$ cat src/rtl/ps2_pkg.sv
// ps2_pkg: shared definitions for the PS/2 receiver.
//   - ps2_state_e : frame FSM state encoding
//   - DATA_BITS   : data bits per PS/2 frame
//   - FIFO_DEPTH  : byte storage depth when built with PS2_RX_FIFO_EN
//   - odd_parity_ok() : odd-parity check over data + parity bit
package ps2_pkg;

    localparam int DATA_BITS  = 8;
    localparam int FIFO_DEPTH = 8;

    typedef enum logic [1:0] {
        IDLE   = 2'd0,
        DATA   = 2'd1,
        PARITY = 2'd2,
        STOP   = 2'd3
    } ps2_state_e;

    // True when the data byte plus its parity bit contain an odd number of ones.
    function automatic logic odd_parity_ok(input logic [DATA_BITS-1:0] d, input logic p);
        return ^{d, p};
    endfunction

endpackage

$ cat src/rtl/ps2_rx_fifo.sv
// ps2_rx_fifo: FIFO_DEPTH-entry show-ahead byte FIFO (only built with PS2_RX_FIFO_EN).
// Ports:
//   clk_i, rst_i    : clock, synchronous active-high reset
//   push_i, din_i   : write strobe and byte (caller guarantees not full unless popping)
//   pop_i           : remove head entry (ignored when empty)
//   dout_o          : head entry, 0 when empty
//   valid_o         : FIFO not empty
//   full_o          : FIFO holds FIFO_DEPTH entries
module ps2_rx_fifo
    import ps2_pkg::*;
(
    input  logic                 clk_i,
    input  logic                 rst_i,
    input  logic                 push_i,
    input  logic [DATA_BITS-1:0] din_i,
    input  logic                 pop_i,
    output logic [DATA_BITS-1:0] dout_o,
    output logic                 valid_o,
    output logic                 full_o
);

    localparam int PW = $clog2(FIFO_DEPTH);
    localparam int CW = $clog2(FIFO_DEPTH + 1);

    logic [DATA_BITS-1:0] mem_q [FIFO_DEPTH];
    logic [PW-1:0]        wr_ptr_q, rd_ptr_q;
    logic [CW-1:0]        cnt_q, cnt_d;
    logic                 do_pop;

    assign do_pop  = pop_i && (cnt_q != '0);
    assign valid_o = (cnt_q != '0);
    assign full_o  = (cnt_q == CW'(FIFO_DEPTH));
    assign dout_o  = valid_o ? mem_q[rd_ptr_q] : '0;

    always_comb begin
        cnt_d = cnt_q;
        if (push_i && !do_pop)      cnt_d = cnt_q + CW'(1);
        else if (!push_i && do_pop) cnt_d = cnt_q - CW'(1);
    end

    always_ff @(posedge clk_i) begin
        if (rst_i) begin
            for (int i = 0; i < FIFO_DEPTH; i++) mem_q[i] <= '0;
            wr_ptr_q <= '0;
            rd_ptr_q <= '0;
            cnt_q    <= '0;
        end else begin
            if (push_i) begin
                mem_q[wr_ptr_q] <= din_i;
                wr_ptr_q        <= wr_ptr_q + PW'(1);
            end
            if (do_pop) rd_ptr_q <= rd_ptr_q + PW'(1);
            cnt_q <= cnt_d;
        end
    end

endmodule

$ cat src/rtl/ps2_rx.sv
// ps2_rx: PS/2 device-to-host byte receiver.
// Synchronises and glitch-filters PS2_CLK, samples PS2_DAT on filtered falling
// edges, checks start/odd-parity/stop, and presents bytes on a valid/ready port.
// Build option: define PS2_RX_FIFO_EN for an 8-entry show-ahead FIFO; otherwise
// a single holding register is used.
// Ports:
//   CLOCK_50          : system clock
//   reset             : synchronous active-high reset
//   PS2_CLK, PS2_DAT  : raw asynchronous PS/2 lines
//   rx_data, rx_valid : received byte and its valid flag
//   rx_ready          : consumer accepts byte on rx_valid & rx_ready
//   frame_err         : one-cycle pulse on bad or timed-out frame
//   overflow          : one-cycle pulse when a good byte is dropped (storage full)
module ps2_rx
    import ps2_pkg::*;
#(
    parameter int FILTER_LEN     = 8,
    parameter int TIMEOUT_CYCLES = 100000
) (
    input  logic                 CLOCK_50,
    input  logic                 reset,
    input  logic                 PS2_CLK,
    input  logic                 PS2_DAT,
    output logic [DATA_BITS-1:0] rx_data,
    output logic                 rx_valid,
    input  logic                 rx_ready,
    output logic                 frame_err,
    output logic                 overflow
);

    localparam int FW = (FILTER_LEN > 1) ? $clog2(FILTER_LEN) : 1;
    localparam int WW = $clog2(TIMEOUT_CYCLES + 1);
    localparam int BW = $clog2(DATA_BITS);

    // Synchronisers (idle-high lines reset to 1)
    logic clk_s1_q, clk_s2_q, dat_s1_q, dat_s2_q;

    // Clock filter
    logic          filt_q, filt_d;
    logic [FW-1:0] fcnt_q, fcnt_d;
    logic          fall;

    // Frame FSM
    ps2_state_e           state_q, state_d;
    logic [BW-1:0]        bcnt_q, bcnt_d;
    logic [DATA_BITS-1:0] shift_q, shift_d;
    logic                 par_q, par_d;
    logic [WW-1:0]        wd_q, wd_d;
    logic                 push;
    logic                 err_q, err_d;
    logic                 ovf_q, ovf_d;
    logic                 pop;

    always_ff @(posedge CLOCK_50) begin
        if (reset) begin
            clk_s1_q <= 1'b1;
            clk_s2_q <= 1'b1;
            dat_s1_q <= 1'b1;
            dat_s2_q <= 1'b1;
        end else begin
            clk_s1_q <= PS2_CLK;
            clk_s2_q <= clk_s1_q;
            dat_s1_q <= PS2_DAT;
            dat_s2_q <= dat_s1_q;
        end
    end

    // The filtered level flips only after FILTER_LEN consecutive samples that
    // disagree with it; any agreeing sample restarts the run.
    always_comb begin
        filt_d = filt_q;
        fcnt_d = fcnt_q;
        if (clk_s2_q == filt_q) begin
            fcnt_d = '0;
        end else if (fcnt_q == FW'(FILTER_LEN - 1)) begin
            filt_d = clk_s2_q;
            fcnt_d = '0;
        end else begin
            fcnt_d = fcnt_q + FW'(1);
        end
    end

    assign fall = filt_q && !filt_d;

    always_comb begin
        state_d = state_q;
        bcnt_d  = bcnt_q;
        shift_d = shift_q;
        par_d   = par_q;
        push    = 1'b0;
        err_d   = 1'b0;
        wd_d    = (state_q == IDLE || fall) ? '0 : wd_q + WW'(1);

        case (state_q)
            IDLE: begin
                if (fall && !dat_s2_q) begin
                    state_d = DATA;
                    bcnt_d  = '0;
                end
            end
            DATA: begin
                if (fall) begin
                    shift_d = {dat_s2_q, shift_q[DATA_BITS-1:1]};
                    bcnt_d  = bcnt_q + BW'(1);
                    if (bcnt_q == BW'(DATA_BITS - 1)) state_d = PARITY;
                end
            end
            PARITY: begin
                if (fall) begin
                    par_d   = dat_s2_q;
                    state_d = STOP;
                end
            end
            STOP: begin
                if (fall) begin
                    if (dat_s2_q && odd_parity_ok(shift_q, par_q)) push = 1'b1;
                    else                                           err_d = 1'b1;
                    state_d = IDLE;
                end
            end
            default: state_d = IDLE;
        endcase

        // Watchdog: a stalled frame is abandoned; a sampled edge takes priority.
        if (state_q != IDLE && !fall && wd_q == WW'(TIMEOUT_CYCLES)) begin
            err_d   = 1'b1;
            state_d = IDLE;
            wd_d    = '0;
        end
    end

    always_ff @(posedge CLOCK_50) begin
        if (reset) begin
            filt_q  <= 1'b1;
            fcnt_q  <= '0;
            state_q <= IDLE;
            bcnt_q  <= '0;
            shift_q <= '0;
            par_q   <= 1'b0;
            wd_q    <= '0;
            err_q   <= 1'b0;
            ovf_q   <= 1'b0;
        end else begin
            filt_q  <= filt_d;
            fcnt_q  <= fcnt_d;
            state_q <= state_d;
            bcnt_q  <= bcnt_d;
            shift_q <= shift_d;
            par_q   <= par_d;
            wd_q    <= wd_d;
            err_q   <= err_d;
            ovf_q   <= ovf_d;
        end
    end

    assign frame_err = err_q;
    assign overflow  = ovf_q;
    assign pop       = rx_valid && rx_ready;

`ifdef PS2_RX_FIFO_EN
    logic fifo_full;
    logic push_ok;

    // A pop in the same cycle frees the slot the push needs.
    assign push_ok = push && (!fifo_full || pop);
    assign ovf_d   = push && fifo_full && !pop;

    ps2_rx_fifo u_fifo (
        .clk_i   (CLOCK_50),
        .rst_i   (reset),
        .push_i  (push_ok),
        .din_i   (shift_q),
        .pop_i   (pop),
        .dout_o  (rx_data),
        .valid_o (rx_valid),
        .full_o  (fifo_full)
    );
`else
    logic [DATA_BITS-1:0] hold_q;
    logic                 hold_vld_q;
    logic                 hold_full;

    assign hold_full = hold_vld_q && !rx_ready;
    assign ovf_d     = push && hold_full;
    assign rx_data   = hold_q;
    assign rx_valid  = hold_vld_q;

    always_ff @(posedge CLOCK_50) begin
        if (reset) begin
            hold_q     <= '0;
            hold_vld_q <= 1'b0;
        end else if (push && !hold_full) begin
            hold_q     <= shift_q;
            hold_vld_q <= 1'b1;
        end else if (pop) begin
            hold_vld_q <= 1'b0;
        end
    end
`endif

endmodule

$ cat config.mk
export PLATFORM = sky130hd
export DESIGN_NAME = ps2_rx
export DESIGN_NICKNAME = d
export VERILOG_FILES = /design/src/rtl/ps2_pkg.sv /design/src/rtl/ps2_rx_fifo.sv /design/src/rtl/ps2_rx.sv
export SDC_FILE = /design/constraint.sdc
export NUM_CORES = 1
export LEC_CHECK = 0
export ABC_AREA = 0
export CORE_ASPECT_RATIO = 0.6
export CORE_MARGIN = 5
export CORE_UTILIZATION = 35
export DETAILED_ROUTE_END_ITERATION = 8
export GPL_TIMING_DRIVEN = 1
export SLEW_MARGIN = 20
export SYNTH_ARGS = -nofsm -noshare
export SYNTH_HDL_FRONTEND = slang
export SYNTH_SLANG_ARGS = --single-unit
$ cat constraint.sdc
create_clock -name CLOCK_50 -period 2.7 [get_ports CLOCK_50]
set_input_delay 0.405 -clock CLOCK_50 [delete_from_list [all_inputs] [get_ports CLOCK_50]]
set_output_delay 0.405 -clock CLOCK_50 [all_outputs]
set_load 0.005 [all_outputs]
* Word level (Yosys, flattened, before mapping)
Index checks and enable logic that the tools add are counted.
** Cells by class
- Reductions and logical operators :: 27
- Multiplexer cells :: 20
- Equal/unequal tests :: 12
- Add/subtract/negate cells :: 3
** Operators by type and width (number)
- 17-bit by 1-bit adder with 17-bit output, second input constant :: 1
- 17-bit equality test, second input constant :: 1
- 1-bit two-way mux :: 11
- 2-bit two-way mux :: 5
- 1-bit logical AND :: 9
- 9-bit XOR reduction :: 1
- 2-bit inequality test, second input constant :: 4
- 2-bit one-hot mux with 4 select lines :: 1
- 3-bit by 1-bit adder with 3-bit output, second input constant :: 2
- 3-bit equality test, second input constant :: 2
- 3-bit two-way mux :: 2
- 3-bit one-hot mux with 2 select lines :: 1
- 2-bit nonzero test :: 3
- 3-bit OR reduction :: 2
- 1-bit zero test :: 5
- 5-bit AND reduction :: 1
- 2-bit equality test, second input constant :: 2
- 2-bit AND reduction :: 2
- 3-bit AND reduction :: 1
- 2-bit by 1-bit equality test with 1-bit output, second input constant :: 1
- 2-bit zero test :: 1
- 2-bit by 1-bit inequality test with 1-bit output, second input constant :: 1
- 2-bit OR reduction :: 1
- 1-bit equality test :: 1
- 1-bit logical OR :: 1
** Word-level totals
- Word-level logic and storage cells :: 77
- Input port bits :: 5
- Output and inout port bits :: 11
- Flip-flop bits (word level) :: 50

* Depth between registers and ports, before layout
- Word-level depth :: 9
- Gate-level depth with buffers :: 8
- Mapped depth without buffers :: 6

* Worst setup path before layout
OpenSTA, ideal clock, no wires.
- Path type :: reg-to-reg
- Start :: register fcnt_q[0]
- End :: register wd_q[7]
- Setup time :: 0.064 ns
- Buffers on the path :: 3
- Clock period less this slack :: 1.920 ns
- Data required time :: 2.636 ns
- Path slack :: 0.780 ns
- Arrival time :: 1.856 ns
- Cell stages (with the launch flop) :: 9
- Cells stage by stage :: dfxtp_1 -> ha_1 -> ha_1 -> clkbuf_1 -> and3b_1 -> or4_1 -> buf_4 -> buf_6 -> nor2_1
** On the way
- Word-level cells in the longest chain between the ends :: 9
- Elaborated cells between the ends (all ways) :: 10
- Classes of those cells :: eq/ne: 1; mux: 2; reduce/logical: 7
** RTL lines
- start, declared :: RTL line ps2_rx.sv:40 : logic [FW-1:0] fcnt_q, fcnt_d;
- start signal, assigned :: RTL line ps2_rx.sv:145 : fcnt_q <= fcnt_d;
- 3-bit equality test * :: RTL line ps2_rx.sv:75 : end else if (fcnt_q == FW'(FILTER_LEN - 1)) begin
- 1-bit two-way mux * :: RTL line ps2_rx.sv:75
- 1-bit two-way mux * :: RTL line ps2_rx.sv:73 : if (clk_s2_q == filt_q) begin
- 1-bit zero test * :: RTL line ps2_rx.sv:83 : assign fall = filt_q && !filt_d;
- 1-bit logical AND * :: RTL line ps2_rx.sv:83
- 1-bit zero test :: RTL line ps2_rx.sv:125 : if (state_q != IDLE && !fall && wd_q == WW'(TIMEOUT_CYCLES)) begin
- 1-bit logical AND (2 in series) :: RTL line ps2_rx.sv:125
- 3-bit OR reduction (no line) *
- end signal, assigned :: RTL line ps2_rx.sv:150 : wd_q <= wd_d;
- end, declared :: RTL line ps2_rx.sv:48 : logic [WW-1:0] wd_q, wd_d;
Every way passes the cells marked *; elsewhere a longest branch is shown, timed or not.
A chain may end at the register's enable or synchronous reset.

* Final worst setup path
- Start :: register fcnt_q[0]
- End :: register wd_q[9]
Same word-level chain as after synthesis.

==> results.cfg <==
[clock_tree]
cts_root_buffer = clkbuf_8
ctsHoldBuffers = 0
cts_buffer_depth = 2
ctsResizeCount = 0
cts_tree = yes
clkLatencyLatePin_ns = 0.32
htree_levels = 2
cts.sinks = 50
cts_buffers = 5
clk_pin_slew_ns = 0.09
post_cts_buffers = 0

[final_layout]
insertedDiodeCount = 0
layout-drive-gt1-share = 0.06818
fin_nets = 279
syn2layout_area_growth_pct = 13.36

[grt]
met3_usage = 0.03563
grt_start_max_net_pins = 24
grt_overflow = 0
grt_antenna_before_repair = 0
gr-usage-met2 = 0.1410
grt_pass1_vias = 1532
track_usage = 0.1205
grt_pass1_wl_um = 7831
busiest_layer = met1
grt_use_met1 = 0.1950

[floorplan]
io_pins = 16
dieWidth_um = 115.2
row_count = 23
die_h_um = 73.10
core_area_sq_um = 6561
start_util = 0.3539
dieArea_sq_um = 8418

[yosys]
ys_seq_elements = 50
synth_most_common_cell = dfxtp_1
async_flop_share = 0
synthCells = 251
synth.top_cells.by_count = 50 x dfxtp_1, 40 x nand2_1, 17 x nor2_1
syn_area_sq_um = 2322
synth_cell_type_count = 44
synth_edf_count = 0
synth_ff_type = dfxtp_1
synth_fp_nets = 267
syn-mean-instance-area_sq_um = 9.252
synth.yosys.warnings = 0
synth_area_leaders = dfxtp_1 43%, nand2_1 6.5%, ha_1 5.9%, mux2i_1 5.6%, a21oi_1 3.4%
ys_seq_area_frac = 0.4310
synth_top_cell_by_area = dfxtp_1
synth.top_cell.area_share = 0.4310

[timing]
setup_viol = 0
period_minus_slack_ns = 2.178
rsz0062_at_grt = no
relSlewSlack = 0.5806
fin_crit_sh = 0.8065
hold_viol = 0
worstMarginPinSlew_ns = 0.6292
fin_skew_ns = 0.01752
drv_slew = 0
max_clock_freq_ghz = 0.4592
tns_ns = 0

[routing]
via_per_inst = 4.917
post_drt_wl_per_cell_um = 13.39
wirelength_um = 4701
vias = 1726
drtPass1Iterations = 4
postRouteAntennaNets = 0
drc_errors = 0
dr.first_iter.drc_count = 103

[placed_design]
place.gp.congestion = 0.7976
dp_hpwl_um = 3300
io_buffers = 15

[worst_setup_path]
crit_top_cell = ha_1
cp_max_fo = 17
endpoint_kind = flop
crit_buf_inv = 0
critPathLaunchType = flop
cp_slowest_cell = or4_1
crit_type = reg -> reg
critical_path.cell_chain = ha_1 -> ha_1 -> and3b_1 -> or4_1 -> a21oi_1
crit_family = simple AND/OR/NAND/NOR gates
cpPeakStageDelay_ns = 0.81
arrival_ns = 2.41
required_ns = 2.94

[pwr]
cellLeakagePower_nw = 0.8966
peakVddDrop_mv = 0.1505
total_power_mw = 1.318
p_per_area_nw_per_um2 = 500.6

[min_path]
hold_class = reg -> reg

[flow_run]
maxCapViolCount = 0

[status]
status = finished, final reports clean
[placed cells by master, fill, tap and decap left out, drive strengths merged, types with 2 or more instances in the layout]
master / instances
nand3: 7
nor2: 17
a21oi: 16
nor4: 3
clkbuf: 6
nand4b: 3
and3: 3
nand4: 7
and2: 7
or3: 5
or2: 5
and4b: 2
inv: 7
ha: 11
xnor2: 5
xnor3: 2
and4: 2
o21ai: 5
nand2: 40
or4bb: 2
clkdlybuf4s50: 15
mux2i: 14
dfxtp: 50
nand2b: 3
nor3: 2
xor2: 9
or4: 3
[where the power goes]
group	internal, mW	switching [mW]	total (mW)
logic	0.0325	0.0494	0.0819
registers	0.746	0.00890	0.755
clock network	0.211	0.270	0.481
[metal layers]
metal  routed length, um  vias to the layer above  share of wire
li1                    -                      890              -
met1                2732                      795           0.58
met2                1613                       33           0.34
met3                 267                        8          0.057
met4                  87                        0          0.019
met5                   0                        -              0
[stage by stage]
step                hold WS (ns)  cell area, sq um  setup WS [ns]    util  cells
finish                    0.4208              2633         0.5225  0.4012    351
global route              0.4304              2633         0.3468  0.4012    351
CTS                       0.4227              2633         0.4936  0.4012    351
detailed placement        0.3990              2534         0.5170  0.3862    343
global placement          0.3931              2534         0.5572  0.3862    343
floorplan                 0.3895              2322         0.7801       -    251
[worst register-to-register path, delay by kind of cell, from the launching register on]
family                   cells  cell delay, ns
flip-flops                   1            0.32
AO/OA/AOI/OAI                1            0.23
AND/OR/NAND/NOR              2            1.08
adder cells (fa/ha/maj)      2            0.47
[state kept, by name, indices dropped and copies added (netlist names), 2 cells and up]
register  cells
wd_q         17
fcnt_q        3
state_q       2
rx_data       8
bcnt_q        3
shift_q       8
[cell type report]
type                       count  area (sq um)
tap                           87         108.9
multi-input combinational    183          1240
sequential                    50          1001
clock buffer                   6         82.58
timing repair buffer          16         157.7
clock inverter                 2         16.27
inverter                       7         26.28
fill                         653          3929
[cells by family after synthesis]
family / count (synthesis) / synth area share
AO/OA/AOI/OAI: 26 / 0.06304
flip-flops: 50 / 0.4310
AND/OR/NAND/NOR: 116 / 0.2732
XOR/XNOR: 16 / 0.07274
multiplexers: 14 / 0.06573
adder cells (fa/ha/maj): 11 / 0.05927
buffers and inverters: 18 / 0.03502
[final timing paths]
kind	start	endpoint	slack, ns	cells after the start
max	fcnt_q[0]$_SDFF_PP0_	wd_q[9]$_SDFF_PP0_	0.52	5
min	clk_s1_q$_SDFF_PP1_	clk_s2_q$_SDFF_PP1_	0.42	1
max reg2reg	fcnt_q[0]$_SDFF_PP0_	wd_q[9]$_SDFF_PP0_	0.52	5
min reg2reg	clk_s1_q$_SDFF_PP1_	clk_s2_q$_SDFF_PP1_	0.42	1
(Power assumes the default switching activity.)
